**config.mk**
```make
export PLATFORM = sky130hd
export DESIGN_NAME = sr_cmd_debounce
export DESIGN_NICKNAME = d
export VERILOG_FILES = /design/src/rtl/sr_cmd_debounce.sv
export SDC_FILE = /design/constraint.sdc
export NUM_CORES = 1
export LEC_CHECK = 0
export ABC_CLOCK_PERIOD_IN_PS = 2150
export BUFFER_PORTS_ARGS = -buffer_cell sky130_fd_sc_hd__buf_2
export CAP_MARGIN = 20
export CORE_ASPECT_RATIO = 1.25
export CORE_MARGIN = 2
export CORE_UTILIZATION = 40
export CTS_CLUSTER_SIZE = 10
export DETAILED_ROUTE_END_ITERATION = 10
export GPL_ROUTABILITY_DRIVEN = 0
export HOLD_SLACK_MARGIN = 0.05
export PLACE_DENSITY_LB_ADDON = 0.25
export SLEW_MARGIN = 20
export SYNTH_ARGS = -nofsm -noshare
export SYNTH_HDL_FRONTEND = slang
export SYNTH_SLANG_ARGS = --single-unit
```
**constraint.sdc**
```tcl
create_clock -name clk -period 2.15 [get_ports clk]
set_input_delay 0.1075 -clock clk [delete_from_list [all_inputs] [get_ports clk]]
set_output_delay 0.1075 -clock clk [all_outputs]
set_load 0.01 [all_outputs]
```
**src/rtl/sr_cmd_debounce.sv**
```systemverilog
// sr_cmd_debounce: debounced, mutually exclusive S/R command driver for a downstream sr_ff.
//
// Two raw request lines (set_in, clr_in) are each double-flop synchronised and debounced.
// The 0->1 edge of a debounced level is a one-cycle request. A small FSM turns each
// accepted request into a registered S or R pulse of PULSE_W cycles, followed by one
// idle GAP cycle. Requests that qualify together in IDLE are refused and flagged.
// Requests that arrive while a command is in flight are dropped.
//
// Optional feature macro: SR_VERIFY_EN. When it is defined, q_fb is checked in the GAP
// cycle, and verr pulses if the flip-flop did not take the command.
//
// Ports:
//   clk      in  rising-edge clock
//   rst      in  synchronous, active-high reset
//   set_in   in  raw set request (asynchronous, may bounce)
//   clr_in   in  raw clear request (asynchronous, may bounce)
//   q_fb     in  Q read back from sr_ff (used only with SR_VERIFY_EN)
//   S        out registered set drive
//   R        out registered reset drive
//   busy     out high in every state other than IDLE
//   conflict out one-cycle pulse when set and clear qualify on the same edge in IDLE
//   verr     out one-cycle pulse on a read-back mismatch (0 without SR_VERIFY_EN)

module sr_cmd_debounce #(
    parameter int unsigned DEB_CYCLES = 4,
    parameter int unsigned PULSE_W    = 1,
    parameter int unsigned CNT_W      = 8
) (
    input  logic clk,
    input  logic rst,
    input  logic set_in,
    input  logic clr_in,
    input  logic q_fb,
    output logic S,
    output logic R,
    output logic busy,
    output logic conflict,
    output logic verr
);

    typedef enum logic [1:0] {
        StIdle,
        StPulseS,
        StPulseR,
        StGap
    } state_e;

    localparam logic [CNT_W-1:0] DebLast   = CNT_W'(DEB_CYCLES - 1);
    localparam logic [CNT_W-1:0] PulseLast = CNT_W'(PULSE_W - 1);

    // Channel index 0 is set, index 1 is clear.
    logic [1:0]       r_sync1;
    logic [1:0]       r_sync2;
    logic [1:0]       r_stb;
    logic [1:0]       r_req;
    logic [CNT_W-1:0] r_cnt [2];

    state_e           r_state;
    state_e           w_state_d;
    logic [CNT_W-1:0] r_pcnt;
    logic [CNT_W-1:0] w_pcnt_d;
    logic             w_conflict_d;

    logic             r_s;
    logic             r_r;
    logic             r_busy;
    logic             r_conflict;

    // ------------------------------------------------------------------
    // Synchronisers and debounce
    // ------------------------------------------------------------------
    always_ff @(posedge clk) begin
        if (rst) begin
            r_sync1 <= '0;
            r_sync2 <= '0;
            r_stb   <= '0;
            r_req   <= '0;
            for (int i = 0; i < 2; i++) begin
                r_cnt[i] <= '0;
            end
        end else begin
            r_sync1 <= {clr_in, set_in};
            r_sync2 <= r_sync1;
            for (int i = 0; i < 2; i++) begin
                r_req[i] <= 1'b0;
                if (r_sync2[i] != r_stb[i]) begin
                    // Accept the new level on the DEB_CYCLES-th consecutive differing edge.
                    if (r_cnt[i] == DebLast) begin
                        r_stb[i] <= r_sync2[i];
                        r_cnt[i] <= '0;
                        // Only a rising debounced level is a request.
                        r_req[i] <= r_sync2[i];
                    end else begin
                        r_cnt[i] <= r_cnt[i] + CNT_W'(1);
                    end
                end else begin
                    r_cnt[i] <= '0;
                end
            end
        end
    end

    // ------------------------------------------------------------------
    // Command FSM
    // ------------------------------------------------------------------
    always_ff @(posedge clk) begin
        if (rst) begin
            r_state <= StIdle;
            r_pcnt  <= '0;
        end else begin
            r_state <= w_state_d;
            r_pcnt  <= w_pcnt_d;
        end
    end

    always_comb begin
        w_state_d    = r_state;
        w_pcnt_d     = r_pcnt;
        w_conflict_d = 1'b0;
        unique case (r_state)
            StIdle: begin
                w_pcnt_d = '0;
                if (r_req == 2'b11) begin
                    w_conflict_d = 1'b1;
                end else if (r_req[0]) begin
                    w_state_d = StPulseS;
                end else if (r_req[1]) begin
                    w_state_d = StPulseR;
                end
            end
            StPulseS, StPulseR: begin
                if (r_pcnt == PulseLast) begin
                    w_state_d = StGap;
                    w_pcnt_d  = '0;
                end else begin
                    w_pcnt_d = r_pcnt + CNT_W'(1);
                end
            end
            StGap: begin
                w_state_d = StIdle;
            end
            default: begin
                w_state_d = StIdle;
            end
        endcase
    end

    // Outputs are registered from the next state so they line up with r_state and are
    // free of decode glitches; reset forces them low on the reset edge itself.
    always_ff @(posedge clk) begin
        if (rst) begin
            r_s        <= 1'b0;
            r_r        <= 1'b0;
            r_busy     <= 1'b0;
            r_conflict <= 1'b0;
        end else begin
            r_s        <= (w_state_d == StPulseS);
            r_r        <= (w_state_d == StPulseR);
            r_busy     <= (w_state_d != StIdle);
            r_conflict <= w_conflict_d;
        end
    end

    assign S        = r_s;
    assign R        = r_r;
    assign busy     = r_busy;
    assign conflict = r_conflict;

    // ------------------------------------------------------------------
    // Optional read-back check
    // ------------------------------------------------------------------
`ifdef SR_VERIFY_EN
    logic r_exp;
    logic r_verr;

    always_ff @(posedge clk) begin
        if (rst) begin
            r_exp  <= 1'b0;
            r_verr <= 1'b0;
        end else begin
            // Compare on the edge that leaves GAP, so verr lands in the cycle after it.
            r_verr <= (r_state == StGap) && (q_fb != r_exp);
            if (w_state_d == StPulseS) begin
                r_exp <= 1'b1;
            end else if (w_state_d == StPulseR) begin
                r_exp <= 1'b0;
            end
        end
    end

    assign verr = r_verr;
`else
    logic w_unused_q_fb;
    assign w_unused_q_fb = q_fb;
    assign verr          = 1'b0;
`endif

endmodule

```
## Word-level counts from Yosys, hierarchy flattened

Memory sizes are Yosys's and may differ from the RTL's.
Index checks and enable logic that the tools add are counted.

| word-level totals | value |
|---|---|
| flip-flop bits (word level) | 22 |
| memory bits (writable) | 16 |
| bits of input ports | 5 |
| output and inout bits | 5 |
| logic and storage cells | 85 |
| memories | 1 |

Memory list:

| name | words | width | read ports | clocked after Yosys merged registers in | wr ports | RTL line | RTL |
|---|---|---|---|---|---|---|---|
| r_cnt | 2 | 8 | 2 | 0 | 2 | 56 | `logic [CNT_W-1:0] r_cnt [2];` |

| cells by class | value |
|---|---|
| $add $sub $neg | 3 |
| equality and inequality tests | 10 |
| muxes and demuxes | 38 |
| bitwise operators | 11 |
| reduce and logical (&&, ||, !) cells | 10 |

Operators with widths:

| cell | number |
|---|---|
| $mux 8 | 7 |
| $mux 1 | 25 |
| $add 8x1->8 const B | 3 |
| $eq 8x2->1 const B | 2 |
| $pmux 8 s2 | 1 |
| $eq 2x2->1 const B | 4 |
| $logic_not 8->1 | 1 |
| $mux 2 | 4 |
| $or 1x1->1 | 6 |
| $pmux 2 s3 | 1 |
| $reduce_or 3->1 | 2 |
| $not 1->1 | 5 |
| $eq 2x1->1 const B | 2 |
| $reduce_and 2->1 | 2 |
| $reduce_bool 2->1 | 2 |
| $reduce_or 2->1 | 2 |
| $logic_not 2->1 | 1 |
| $ne 1x1->1 | 2 |

## Longest topological paths before layout

Gate-level depths: netlist (run 1).
An unclocked memory read counts as a cell.

| logic depth | value |
|---|---|
| depth after elaboration | 9 |
| depth in mapped cells | 6 |

## Least setup slack after synthesis (run 1)

OpenSTA, ideal clock, no wires.

| path | value |
|---|---|
| kind | reg2reg |
| start point | memory r_cnt[1][0] |
| end point | memory r_cnt[1][2], data pin |
| library setup time | 254 ps |
| arrival | 1579 ps |
| required time | 1896 ps |
| setup slack | 317 ps |
| stages on the path, launching flop included | 7 |
| cell sequence | edfxtp_1 > ha_1 > or4b_1 > nor4_2 > or3_1 > buf_6 > nor2_1 |

RTL lines:

| what | RTL line |
|---|---|
| start: declaration | 56 |

==> run_results.csv, run 1 <==
group,metric,value,unit
grt,grt_pass1_vias,1191,
floorplan,core,0.00413,mm^2
finish,drive_gt1_share,9.18,%
detailed_routing,viasPerCell,4.68,
setup_path,cp.required,2.18,ns
setup_path,start_kind,"flop",
power_and_ir_drop,finalPower,1.28,mW
logic_synthesis,synthTopCellsByCount,"31 x nor2_1, 22 x dfxtp_1, 16 x edfxtp_1",
timing,tns,0,ns
floorplan,start_util,42.2,%
detailed_routing,drc,0,
setup_path,cp-end-kind,"flop",
cts,clk_latency,0.28,ns
timing,finalCritPeriodShare,91.1,%
finish,final.fill_count,411,
logic_synthesis,synth_top_family_by_area,"simple AND/OR/NAND/NOR gates",
logic_synthesis,synth_fa_ha_area_share,5.02,%
detailed_routing,ant_nets,0,
cts,htree_levels,2,
timing,hold_viol_final,0,
setup_path,crit_type,"reg2reg",
cts,clk_pin_slew,0.07,ns
logic_synthesis,synth_area_per_cell,10.5,um^2
floorplan,io_pins,10,
cts,cts.sinks,38,
finish,ff_latch_area,921,um^2
setup_path,cp_max_fo,8,
logic_synthesis,synth_edf_count,16,
floorplan,fp.dieH,77.9,um
detailed_routing,num_vias,1180,
hold_path,hold_path_class,"in2reg",
timing,post-route-min-period,1.96,ns
finish,multi_input_area,840,um^2
logic_synthesis,yosys.area.top_type_share,27.5,%
logic_synthesis,syn_area,0.00175,mm^2
flow_run,cap_violations,0,
logic_synthesis,ys_warn_count,0,
grt,grt_max_degree,18,
timing,rsz0062_at_grt,"no",
logic_synthesis,yosys-mux-area-fraction,1.15,%
detailed_routing,wirelength,2770,um
power_and_ir_drop,power_density,642,mW/mm^2
power_and_ir_drop,vdd_drop_max,415,uV
detailed_routing,drt-initial-drc-count,39,
logic_synthesis,synth-simple-area-share,23.1,%
logic_synthesis,synth_cell_types,36,
logic_synthesis,synthArstFlopShare,0,%
timing,max_slew.worst_pin.slew,0.500,ns
logic_synthesis,synth.area.top_cells,"edfxtp_1 28%, dfxtp_1 25%, nor2_1 6.7%",
grt,met1_usage,12.2,%
grt,grt.busiest_layer,"met2",
grt,grt.met3_usage,3.91,%
logic_synthesis,yosys.area.top_type,"edfxtp_1",
cts,cts_setup_buffers,0,
place,place_area,0.00189,mm^2
detailed_routing,avgRoutedWirePerCell,11.0,um
finish,fin_nets,207,
logic_synthesis,synth_compound_area_share,4.66,%
floorplan,fp-row-count,26,
grt,grt_pass1_wl,4790,um
place,portBuffers,7,
timing,max_freq,0.511,GHz
timing,whs,0.168,ns
cts,post_cts_resized,0,
grt,track_usage,12.6,%
logic_synthesis,synth.most_common_cell,"nor2_1",
cts,cts_tree,"yes",
power_and_ir_drop,leakagePower,0.770,nW
detailed_routing,first_pass_iters,5,
setup_path,worstPathArrival,1.99,ns
cts,clockBufferDepth,2,
logic_synthesis,ys_ff_latch,38,
finish,post-route-cell-area,0.00199,mm^2
cts,cts_root_buf,"clkbuf_8",
place,place_hpwl,2070,um
logic_synthesis,synthXorXnorAreaFrac,10.5,%
logic_synthesis,syn_inst,166,
run_status,outcome,"complete, no violations",
timing,setup_violations,0,
grt,use_met2,23.0,%
grt,antenna_found_initial,0,
grt,gr-total-overflow,0,
floorplan,fp.dieW,63.1,um
finish,antenna_cells,0,
cts,cts_made_buffers,5,
floorplan,die_area,0.00491,mm^2
timing,clock_skew,0.00179,ns
timing,maxSlewViolCount,0,
logic_synthesis,synth_ff_type,"dfxtp_1",
finish,syn2layout_area_growth,14.2,%
timing,slew_headroom,66.6,%
logic_synthesis,yosysSeqAreaShare,52.8,%
-- layout by cell type (no fill, tap or decap), drive strengths merged --
master	synthesis	routed
and4b	2	2
dlygate4sd3	0	2
clkbuf	1	6
mux2i	2	2
o21bai	2	2
a211o	1	1
and2	1	1
xnor2	8	8
inv	5	5
ha	7	7
nand3	13	13
nor4b	2	2
and3	6	6
nand4b	1	1
dfxtp	22	22
clkinv	0	2
a211oi	2	2
nand2b	2	2
buf	2	8
o211ai	1	1
or3	1	1
or4b	1	1
a21boi	2	2
nand2	4	4
xor2	13	13
a21oi	2	2
nand3b	1	1
o21ai	2	2
nor3	3	3
nor2	31	31
conb	2	17
nor2b	6	6
edfxtp	16	16
nor4	2	2
-- final cells by class --
class | count | area share (%)
Multi-Input combinational cell | 135 | 42.1
Clock inverter | 2 | 0.439
Clock buffer | 6 | 3.64
Tap cell | 56 | 3.52
Sequential cell | 38 | 46.2
Inverter | 5 | 0.942
Timing Repair Buffer | 10 | 3.14
-- per-layer routing --
metal,share of wire [%],vias up
met5,0,-
met3,2.7,5
met1,41,553
met4,2.3,0
li1,-,608
met2,54,14
-- power by group --
group / switching (mW) / internal (mW)
Sequential: 0.0161 / 0.768
Combinational: 0.0231 / 0.0189
Clock: 0.230 / 0.223
Total: 0.269 / 1.01
-- worst max-delay path: stages (launching register included) --
cell      delay, ns
edfxtp_1       0.41
ha_1           0.24
or4b_1         0.48
nor4_2         0.18
or3_1          0.30
nor2_1         0.09
-- cell families (layout without fill, tap and decap cells) --
group	Yosys count	in the layout
and+or+nand+nor	76	76
DFF	38	38
xor gates and xnor gates	21	21
AOI/OAI and AO/OA	12	12
buffers and inverters	8	23
adders and majority gates	7	7
other	2	17
muxes	2	2
-- worst paths after layout --
| check | slack, ns | endpoint | from | cells after the start |
|---|---|---|---|---|
| min | 0.17 | r_stb[0] | rst | 2 |
| max reg2reg | 0.19 | r_cnt[1][5] | r_cnt[1][0] | 5 |
| max | 0.19 | r_cnt[1][5] | r_cnt[1][0] | 5 |
| min reg2reg | 0.45 | r_sync2[1] | r_sync1[1] | 1 |
-- sequential cells by signal, indices dropped and copies added (netlist names) --
| signal | count |
|---|---|
| r_cnt | 16 |
| r_pcnt | 8 |
| r_req | 2 |
| r_state | 2 |
| r_stb | 2 |
| r_sync1 | 2 |
| r_sync2 | 2 |
| R | 1 |
| S | 1 |
| busy | 1 |
| conflict | 1 |
-- timing repair --
action / in CTS / in global routing
hold endpoints to repair: 2 / 0
hold buffers: 2 / 0
endpoints found under the setup margin: 0 / 0
-- per-stage QoR --
| step | setup slack (ns) | cells | utilization [%] |
|---|---|---|---|
| 2_1_floorplan | 0.317 | 181 | - |
| 3_3_place_gp | 0.250 | 242 | 45.8 |
| 3_5_place_dp | 0.197 | 242 | 45.8 |
| 4_1_cts | 0.182 | 252 | 48.2 |
| 5_1_grt | 0.0783 | 252 | 48.2 |
| 6_report | 0.192 | 252 | 48.2 |
Power figures use the tool's default switching activity.
==> run 2, diff against run 1 <==
--- a/config.mk
+++ b/config.mk
@@ -14,6 +14,7 @@
 export CTS_CLUSTER_SIZE = 10
 export DETAILED_ROUTE_END_ITERATION = 10
 export GPL_ROUTABILITY_DRIVEN = 0
+export GPL_TIMING_DRIVEN = 0
 export HOLD_SLACK_MARGIN = 0.05
 export PLACE_DENSITY_LB_ADDON = 0.25
 export SLEW_MARGIN = 20
==> run 2 against run 1 <==
  * Sequential cell count unchanged
  * Sequential share of layout area decreased by 0.77 points
  * Combinational power increased by 6.4%
  * Via count increased by 1.9%
  * Total power increased by 5.5%
  * Clock power increased by 15%
  * Non-clock buffer count increased by 2
  * Fmax decreased by 1.7%
  * Cell count increased by 0.79%
  * Register-to-register slack got worse by 0.03 ns
  * First-iteration DRC count decreased by 64%
  * Cell area increased by 1.7%
  * Largest cell class unchanged
  * Largest power group unchanged
==> run_results.csv, run 2 (same netlist as run 1, synthesis figures left out) <==
group,metric,value,unit
grt,grt_pass1_wl,4840,um
place,place_hpwl,2020,um
floorplan,io_pins,10,
timing,hold_viol_final,0,
timing,setup_violations,0,
finish,mostFrequentLayoutCells,"31 x nor2_1, 22 x dfxtp_1, 17 x conb_1",
timing,max_slew.worst_pin.slew,0.511,ns
finish,top_register,"r_cnt",
timing,whs,0.102,ns
finish,final_common_cell,"nor2_1",
finish,antenna_cells,0,
grt,gr-total-overflow,0,
timing,slew_headroom,65.8,%
setup_path,cp.required,2.19,ns
detailed_routing,first_pass_iters,4,
detailed_routing,drc,0,
floorplan,die_area,0.00491,mm^2
timing,clock_skew,0.00400,ns
timing,maxSlewViolCount,0,
grt,antenna_found_initial,0,
timing,max_freq,0.502,GHz
timing,finalCritPeriodShare,92.6,%
power_and_ir_drop,p_int,1.08,mW
detailed_routing,wirelength,2750,um
setup_path,cp_max_fo,8,
hold_path,holdCritStartpoint,"rst",
finish,reg.largest.list,"r_cnt x16, r_pcnt x8",
setup_path,worstPathArrival,2.03,ns
cts,clk_latency,0.28,ns
cts,cts_root_buf,"clkbuf_8",
floorplan,fp.dieH,77.9,um
floorplan,core,0.00413,mm^2
timing,post-route-min-period,1.99,ns
finish,fin_nets,209,
setup_path,start_kind,"flop",
setup_path,crit_type,"reg2reg",
detailed_routing,avgRoutedWirePerCell,10.8,um
hold_path,hold_path_class,"in2reg",
cts,htree_levels,2,
detailed_routing,viasPerCell,4.74,
finish,largest_reg_flops,16,
setup_path,rr_startpoint,"r_cnt[1][0]",
timing,rsz0062_at_grt,"no",
floorplan,fp.dieW,63.1,um
floorplan,fp-row-count,26,
cts,cts_made_buffers,5,
flow_run,cap_violations,0,
run_status,outcome,"complete, no violations",
power_and_ir_drop,leakagePower,0.787,nW
power_and_ir_drop,seqPwrFrac,58.1,%
power_and_ir_drop,combPwrFrac,3.3,%
grt,grt_pass1_vias,1136,
detailed_routing,drt-initial-drc-count,14,
power_and_ir_drop,swShare,20.2,%
finish,syn2layout_area_growth,16.1,%
cts,cts.sinks,38,
power_and_ir_drop,p_sw,0.273,mW
setup_path,startpoint,"r_cnt[1][0]",
cts,cts_tree,"yes",
power_and_ir_drop,power_density,666,mW/mm^2
floorplan,start_util,42.2,%
detailed_routing,num_vias,1203,
detailed_routing,ant_nets,0,
grt,track_usage,12.4,%
finish,drive_gt1_share,10.1,%
grt,grt_max_degree,12,
cts,clockBufferDepth,2,
power_and_ir_drop,p_clk_share,38.6,%
timing,tns,0,ns
power_and_ir_drop,vdd_drop_max,405,uV
cts,clk_pin_slew,0.07,ns
setup_path,cp-end-kind,"flop",
place,portBuffers,7,
## run 2: cell count changes in the layout (fill, tap and decap cells not counted)
cell      delta
clkbuf_8     +2
buf_6        +1
clkinv_2     -1
## run 2: through the flow
step | area, um^2 | total power, mW | util (%) | setup WS [ns] | std cells
2_1_floorplan | 1800 | 0.828 | - | 0.317 | 181
3_3_place_gp | 1910 | 0.840 | 46.2 | 0.174 | 244
3_5_place_dp | 1910 | 0.841 | 46.2 | 0.155 | 244
4_1_cts | 2030 | 1.37 | 49.1 | 0.140 | 254
5_1_grt | 2030 | 1.41 | 49.1 | 0.0402 | 254
6_report | 2030 | 1.35 | 49.1 | 0.159 | 254
## run 2: worst paths after layout
check,slack [ns],end,depth (start not counted)
min,0.10,r_sync2[1],2
max,0.16,r_cnt[1][6],6
min reg2reg,0.44,r_sync2[1],1
max reg2reg,0.16,r_cnt[1][6],6
## run 2: worst max-delay path, cell delays in order (launching register included)
cell,delay (ns)
edfxtp_1,0.42
ha_1,0.25
or4b_1,0.47
nor4_2,0.27
or3_1,0.18
buf_6,0.12
nor2_1,0.05
## run 2: cell type report
| class | instances | area (um^2) |
|---|---|---|
| timing repair buffer | 9 | 55.1 |
| tap | 56 | 70.1 |
| multi-input combinational | 135 | 840 |
| sequential | 38 | 921 |
| clock inverter | 1 | 3.75 |
| inverter | 5 | 18.8 |
| clock buffer | 7 | 96.3 |
| fill | 416 | 2100 |
| buffer | 3 | 22.5 |
## run 2: repair_timing
| action | 4_1_cts | 5_1_grt |
|---|---|---|
| setup endpoints to repair | 0 | 0 |
| hold buffers | 2 | 0 |
| hold endpoints to repair | 2 | 0 |
| resized for setup | 0 | 0 |
| setup buffers | 0 | 0 |
## run 2: metal layers
metal	wire length [um]	global-route usage, %
met1	1230	13.7
met3	63	3.91
met5	0	0
met2	1410	21.5
met4	55	6.00
## run 2: power by group through the flow
stage               combinational (mW)  clock [mW]  sequential, mW
floorplan                       0.0325           0           0.795
global route                    0.0524       0.576           0.786
CTS                             0.0447       0.540           0.783
detailed placement              0.0413           0           0.800
finish                          0.0447       0.521           0.784
global placement                0.0412           0           0.798
